===== src/rtl/geo_feeder.sv =====
// Streams six-point geofence test objects from point memory into a geofence
// consumer, collects one inside/outside result per object and tracks statistics.
module geo_feeder #(
  parameter int TIMEOUT = 1023
) (
  input  logic        clk,
  input  logic        reset,
  input  logic        start,
  input  logic [7:0]  num_obj,
  output logic [10:0] mem_addr,
  input  logic [30:0] mem_rdata,
  output logic        dut_rst,
  output logic [9:0]  X,
  output logic [9:0]  Y,
  output logic [10:0] R,
  input  logic        valid,
  input  logic        is_inside,
  output logic        res_we,
  output logic [7:0]  res_addr,
  output logic        res_data,
  output logic [7:0]  inside_cnt,
  output logic        busy,
  output logic        done,
  output logic        err
);

  localparam int CW = $clog2(TIMEOUT + 1);

  typedef enum logic [2:0] {IDLE, LOAD, KICK, SEND, WAIT, DONE} state_t;

  state_t         state;
  logic [7:0]     num_lat;
  logic [7:0]     obj;
  logic [10:0]    base;
  logic [2:0]     step;
  logic [CW-1:0]  wait_cnt;
  logic [30:0]    buffer [6];

  // Single FSM; every output is registered. base tracks obj*6 incrementally,
  // and step counts LOAD (0..6) and SEND (0..5) cycles.
  always_ff @(posedge clk) begin
    if (reset) begin
      state      <= IDLE;
      num_lat    <= '0;
      obj        <= '0;
      base       <= '0;
      step       <= '0;
      wait_cnt   <= '0;
      mem_addr   <= '0;
      dut_rst    <= 1'b0;
      X          <= '0;
      Y          <= '0;
      R          <= '0;
      res_we     <= 1'b0;
      res_addr   <= '0;
      res_data   <= 1'b0;
      inside_cnt <= '0;
      busy       <= 1'b0;
      done       <= 1'b0;
      err        <= 1'b0;
      for (int i = 0; i < 6; i++) buffer[i] <= '0;
    end else begin
      res_we   <= 1'b0;
      res_addr <= '0;
      res_data <= 1'b0;
      done     <= 1'b0;
      dut_rst  <= 1'b0;
      case (state)
        IDLE: begin
          if (start) begin
            num_lat    <= num_obj;
            obj        <= '0;
            base       <= '0;
            inside_cnt <= '0;
            err        <= 1'b0;
            busy       <= 1'b1;
            step       <= '0;
            mem_addr   <= '0;
            if (num_obj == 8'd0) begin
              state <= DONE;
              done  <= 1'b1;
            end else begin
              state <= LOAD;
            end
          end
        end
        // Read data lags the address by one cycle, so buffer[step-1] is
        // captured while mem_addr already points at the next word.
        LOAD: begin
          if (step != 3'd0) buffer[step - 3'd1] <= mem_rdata;
          if (step == 3'd6) begin
            state    <= KICK;
            dut_rst  <= 1'b1;
            mem_addr <= '0;
          end else begin
            step     <= step + 3'd1;
            mem_addr <= (step == 3'd5) ? 11'd0 : mem_addr + 11'd1;
          end
        end
        KICK: begin
          state       <= SEND;
          step        <= '0;
          {X, Y, R}   <= buffer[0];
        end
        SEND: begin
          if (step == 3'd5) begin
            state    <= WAIT;
            wait_cnt <= '0;
            X        <= '0;
            Y        <= '0;
            R        <= '0;
          end else begin
            step      <= step + 3'd1;
            {X, Y, R} <= buffer[step + 3'd1];
          end
        end
        // A valid arriving in the final counted cycle still wins over timeout.
        WAIT: begin
          if (valid || wait_cnt == CW'(TIMEOUT - 1)) begin
            res_we   <= 1'b1;
            res_addr <= obj;
            res_data <= valid & is_inside;
            if (valid && is_inside) inside_cnt <= inside_cnt + 8'd1;
            if (!valid) err <= 1'b1;
            obj  <= obj + 8'd1;
            base <= base + 11'd6;
            if (obj + 8'd1 == num_lat) begin
              state <= DONE;
              done  <= 1'b1;
            end else begin
              state    <= LOAD;
              step     <= '0;
              mem_addr <= base + 11'd6;
            end
          end else begin
            wait_cnt <= wait_cnt + CW'(1);
          end
        end
        DONE: begin
          state <= IDLE;
          busy  <= 1'b0;
        end
        default: state <= IDLE;
      endcase
    end
  end

endmodule


===== config.mk =====
export PLATFORM = sky130hd
export DESIGN_NAME = geo_feeder
export DESIGN_NICKNAME = d
export VERILOG_FILES = /design/src/rtl/geo_feeder.sv
export SDC_FILE = /design/constraint.sdc
export NUM_CORES = 1
export LEC_CHECK = 0
export CAP_MARGIN = 20
export CORE_ASPECT_RATIO = 1.25
export CORE_MARGIN = 10
export CORE_UTILIZATION = 50
export DETAILED_ROUTE_END_ITERATION = 8
export MAX_ROUTING_LAYER = met4
export PLACE_DENSITY = 0.77
export REMOVE_ABC_BUFFERS = 1
export SETUP_SLACK_MARGIN = 0.05
export SLEW_MARGIN = 20
export SYNTH_ARGS = -nofsm -noshare
export SYNTH_HDL_FRONTEND = slang
export SYNTH_SLANG_ARGS = --single-unit

===== constraint.sdc =====
create_clock -name clk -period 6.3 [get_ports clk]
set_input_delay 0.63 -clock clk [delete_from_list [all_inputs] [get_ports clk]]
set_output_delay 0.63 -clock clk [all_outputs]
set_load 0.01 [all_outputs]

Word-level counts from Yosys, hierarchy flattened. Memories as Yosys holds them, arrays and structs flattened. Index checks and enable logic that the tools add are counted.

Memories: 1. Register bits after elaboration: 107. Output and inout port bits: 64. Logic and storage cells: 131. RAM bits: 186. Bits of input ports: 44.

Bitwise logic cells: 4. Equality and inequality tests: 19. Mux-type cells: 58. Add/sub/neg operators: 7. Reduce and logical (&&, ||, !) cells: 24.

Memories: buffer (words 6, bits a word 31, rd ports 2, clocked after memory_dff 0, wr ports 6, RTL line 37) `logic [30:0] buffer [6];`.

Operators by type and width (number): two-way mux 11 bit (7); case mux 10 bit (2 select lines) (3); case mux 11 bit (2 select lines) (2); two-way mux 10 bit (4); two-way mux 3 bit (12); case mux 11 bit (3 select lines) (1); two-way mux 8 bit (4); case mux 8 bit (2 select lines) (2); two-way mux 31 bit (1); OR reduction 31 bit (1); case mux 3 bit (5 select lines) (2); != test 2 bit (second input constant) (10); two-way mux 1 bit (17); adder 8 x 1 -> 8 bit (second input constant) (2); AND reduction 4 bit (4); == test 3 bit (second input constant) (4); adder 11 x 1 -> 11 bit (second input constant) (1); adder 11 x 3 -> 11 bit (second input constant) (1); adder 10 x 1 -> 10 bit (second input constant) (1); == test 10 bit (second input constant) (1); == test 8 bit (1); zero test 8 bit (1); nonzero test 2 bit (4); == test 3 x 2 -> 1 bit (second input constant) (2); 16 further kinds (24).

Depth between registers and ports, before layout.
Word-level depth: 7. Gate-level depth with buffers: 12. Depth with buffers taken out: 8.

Worst setup path after synthesis. OpenSTA, ideal clock, no wires.

Path kind: register to register. Start point: reg step[0]. End point: mem buffer[4][0] (enable). Slack: 1351 ps. Data arrival time: 4486 ps. Path buffers: 5. Stages on the path, launching flop included: 12. Setup time: 462 ps. Cells stage by stage: dfxtp_1 -> clkbuf_1 -> buf_1 -> inv_1 -> ha_1 -> clkbuf_1 -> buf_2 -> clkbuf_1 -> nand2_1 -> nand2_1 -> nand2_1 -> o21ai_0.

RTL lines: start: declaration (RTL line 35) `logic [2:0] step;`; start signal: assignment (RTL line 96) `step <= step + 3'd1;`; start signal: assignment (RTL line 113) `step <= step + 3'd1;`; end: declaration (RTL line 37).

==> summary.md <==
| Metric | Value |
|---|---|
| Worst slack, placed | `2.40 ns` |
| Antenna viol nets, final | `0` |
| XOR/XNOR Fraction of Synth Area | `1.86%` |
| Mux cell area share after synthesis | `11.4%` |
| 1st-pass router iterations | `5` |
| Max FO, Critical Path | `45` |
| Most frequent cells in the layout | `edfxtp_1, nor2_1, clkdlybuf4s50_1` |
| GRT Overall Usage | `19.6%` |
| Synth Area in Adders | `0.884%` |
| Synth Flop Type | `edfxtp_1` |
| Starting DRT DRC Count | `895` |
| Worst clock skew | `0.0213 ns` |
| Yosys Warn Count | `0` |
| Post-synthesis sequential area ratio | `61.5%` |
| Fin crit share | `62.8%` |
| Avg Inst Size Synth | `12.2 um^2` |
| Area leader, netlist | `edfxtp_1` |
| Rows | `72` |
| Final hold viol count | `0` |
| Avg Vias per Cell | `5.83` |
| Core ar. | `30800 um^2` |
| Sink Count | `354` |
| Leak | `6.16 nW` |
| # nets final | `1418` |
| FILL cells | `2434` |
| Synth cell types | `67` |
| Synth top area share | `47.8%` |
| Total Wirelength | `37300 um` |
| Synth-to-Final Area Change | `16.8%` |
| Initial antenna violation count | `0` |
| Final Cell Area | `18200 um^2` |
| RSZ-0062 raised after global routing | `no` |
| Die Span X | `178 um` |
| Layout cell share with drive strength beyond 1 | `12.5%` |
| Most common cell after layout, fill and taps aside | `edfxtp_1` |
| Clock latency on the worst-skew pair | `0.53 ns` |
| WP data required | `6.50 ns` |
| Yosys reg bits | `354` |
| Htree depth | `2` |
| Die area | `38600 um^2` |
| Area of the mapped netlist | `15600 um^2` |
| CTS Buf Count | `35` |
| Post-CTS Hold Fix Bufs | `0` |
| Initial Utilization | `50.5%` |
| Grt total ovfl | `0` |
| Post-Place Cells | `1733` |
| Final Wtd Congestion | `0.827` |
| WS Path Type | `reg -> reg` |
| Vias in the first global route | `10800` |
| Pwr Density | `270 nW/um^2` |
| HPWL Detailed | `22800 um` |
| Die H | `217 um` |
| Fin crit period | `3.96 ns` |
| Max Freq | `253 MHz` |
| Slew Viols, Final | `0` |
| Largest net degree at the start of global routing | `85` |
| Status | `complete, no violations` |
| GR Layer Usage met2 | `33.5%` |
| Crit path launch type | `flop` |
| WP data arrival | `4.15 ns` |
| Placed cell areas | `17000 um^2` |
| Post-route insts no fill | `1796` |
| Avg WL per Cell | `20.8 um` |
| Root Buffer | `clkbuf_16` |
| Clock Tree Buf Depth | `3` |
| Hold crit path type | `reg -> reg` |
| CTS tree | `built` |
| Number of port buffers | `107` |
| Routing usage on met3 | `2.88%` |
| Peak VDD IR | `0.233 mV` |
| Met1 usage | `23.3%` |
| Main area contributors after synthesis | `edfxtp_1, dfxtp_1, mux4_2, nor2_1, nand2_1` |
| Synth Area in Simple Gates | `12.9%` |
| Busiest grt layer | `met2` |
| Final WS setup | `2.34 ns` |
| Final Power | `4.91 mW` |
| Async S/R FF share, synth | `0%` |
| Post-synthesis compound-gate area fraction | `7.44%` |
| Worst-Margin Slew | `1.11 ns` |
| Post-CTS setup buffer count | `0` |
| Largest family of logic cells by synthesized area | `simple AND/OR/NAND/NOR gates` |
| Number of synthesized flops with an enable pin | `248` |
| Gate Count Post-Synth | `1273` |
| Max_slew headroom | `26.0%` |
| # resized after CTS | `0` |
| DRC | `0` |
| Global-route wire length before repair | `58900 um` |
| Critical path capture point type | `flop` |
| Clock Pin Slew Worst Setup and Hold Paths | `0.06 ns` |
| Max_cap viols | `0` |
| Final antenna diode count | `0` |
| Final setup vio count | `0` |
| Ports | `108` |
| WHS | `0.477 ns` |
| Vias post-DR | `10500` |
[synthesized netlist by cell type, types with 2 or more instances]
master    number
a211o_1        2
a211oi_1       2
a21oi_1       50
a21oi_2        3
and2_1        13
and3_1         9
and4_1         2
buf_1          6
buf_2         24
buf_4          4
clkbuf_1      42
dfxtp_1      106
edfxtp_1     248
ha_1          11
inv_1         74
mux2_2         2
mux2i_1       34
mux4_2        62
nand2_1       98
nand2b_1       7
nand3_1       28
nand4_1       12
nand4_2        2
nor2_1       236
nor2_2         2
nor2b_1        3
nor3_1        19
nor3b_2        2
nor4_1         3
o211ai_1       3
o21ai_0       44
o221ai_1      31
o31ai_1        4
o32a_1         5
o32ai_1        8
or2_2          4
or3_1          7
xnor2_1       13
xor2_1        20
[final timing paths]
path	from	to	slack [ns]	cells after the start
hold reg to reg	num_lat[5]$_SDFFE_PP0P_	num_lat[5]$_SDFFE_PP0P_	0.48	2
setup reg to reg	state[0]$_SDFFE_PP0P_	buffer[0][24]$_SDFFCE_PN0P_	2.34	7
setup / recovery	state[0]$_SDFFE_PP0P_	buffer[0][24]$_SDFFCE_PN0P_	2.34	7
hold / removal	num_lat[5]$_SDFFE_PP0P_	num_lat[5]$_SDFFE_PP0P_	0.48	2
[worst max-delay path: stages, from the launching register on]
cell and delay (ns):
dfxtp_2 1.06, nand2b_1 0.31, a211o_1 0.45, nor2_2 0.13
buf_4 0.42, nand4_1 0.18, nand2_1 0.64, buf_4 0.42
[through the flow]
step                      utilization (%)  TNS [ns]
after floorplan                         -   -327.23
final                                59.0         0
after global routing                 59.0         0
after detailed placement             55.3         0
after CTS                            59.0         0
after global placement               55.3         0
[area by class of cell]
class                      instances  area (um^2)  share of cell area, %
tap                              407          509                   2.80
clock inverter                    15          154                  0.846
inverter                          75          282                   1.55
multi-input combinational        766         5430                   29.9
sequential                       354         9570                   52.6
clock buffer                      48          986                   5.42
timing repair buffer             131         1250                   6.89
[kinds of logic after synthesis]
logic type	Yosys count
AO/OA/AOI/OAI	169
XOR/XNOR	33
adder cells (fa/ha/maj)	11
buffers and inverters	153
flip-flops	354
multiplexers	99
AND/OR/NAND/NOR	454
[state kept, by name, indices dropped and copies added (netlist names)]
name and flops:
R 11, X 10, Y 10, base 10, buffer 248, busy 1
done 1, dut_rst 1, err 1, inside_cnt 8, mem_addr 11, num_lat 8
obj 8, res_addr 8, res_data 1, res_we 1, state 3, step 3
wait_cnt 10
[per-layer routing]
layer / vias up / wire length, um
li1: 4794 / -
met1: 5144 / 14300
met2: 461 / 19300
met3: 73 / 2710
met4: 0 / 1000
met5: - / 0
[power by group]
group | switching, mW | total [mW] | leakage, nW | internal, mW
clock network | 0.870 | 2.06 | 0.555 | 1.19
logic | 0.161 | 0.286 | 2.28 | 0.126
registers | 0.0321 | 2.56 | 3.32 | 2.53
total | 1.06 | 4.91 | 6.16 | 3.84
Note: power is estimated with default switching activity, not from simulation.
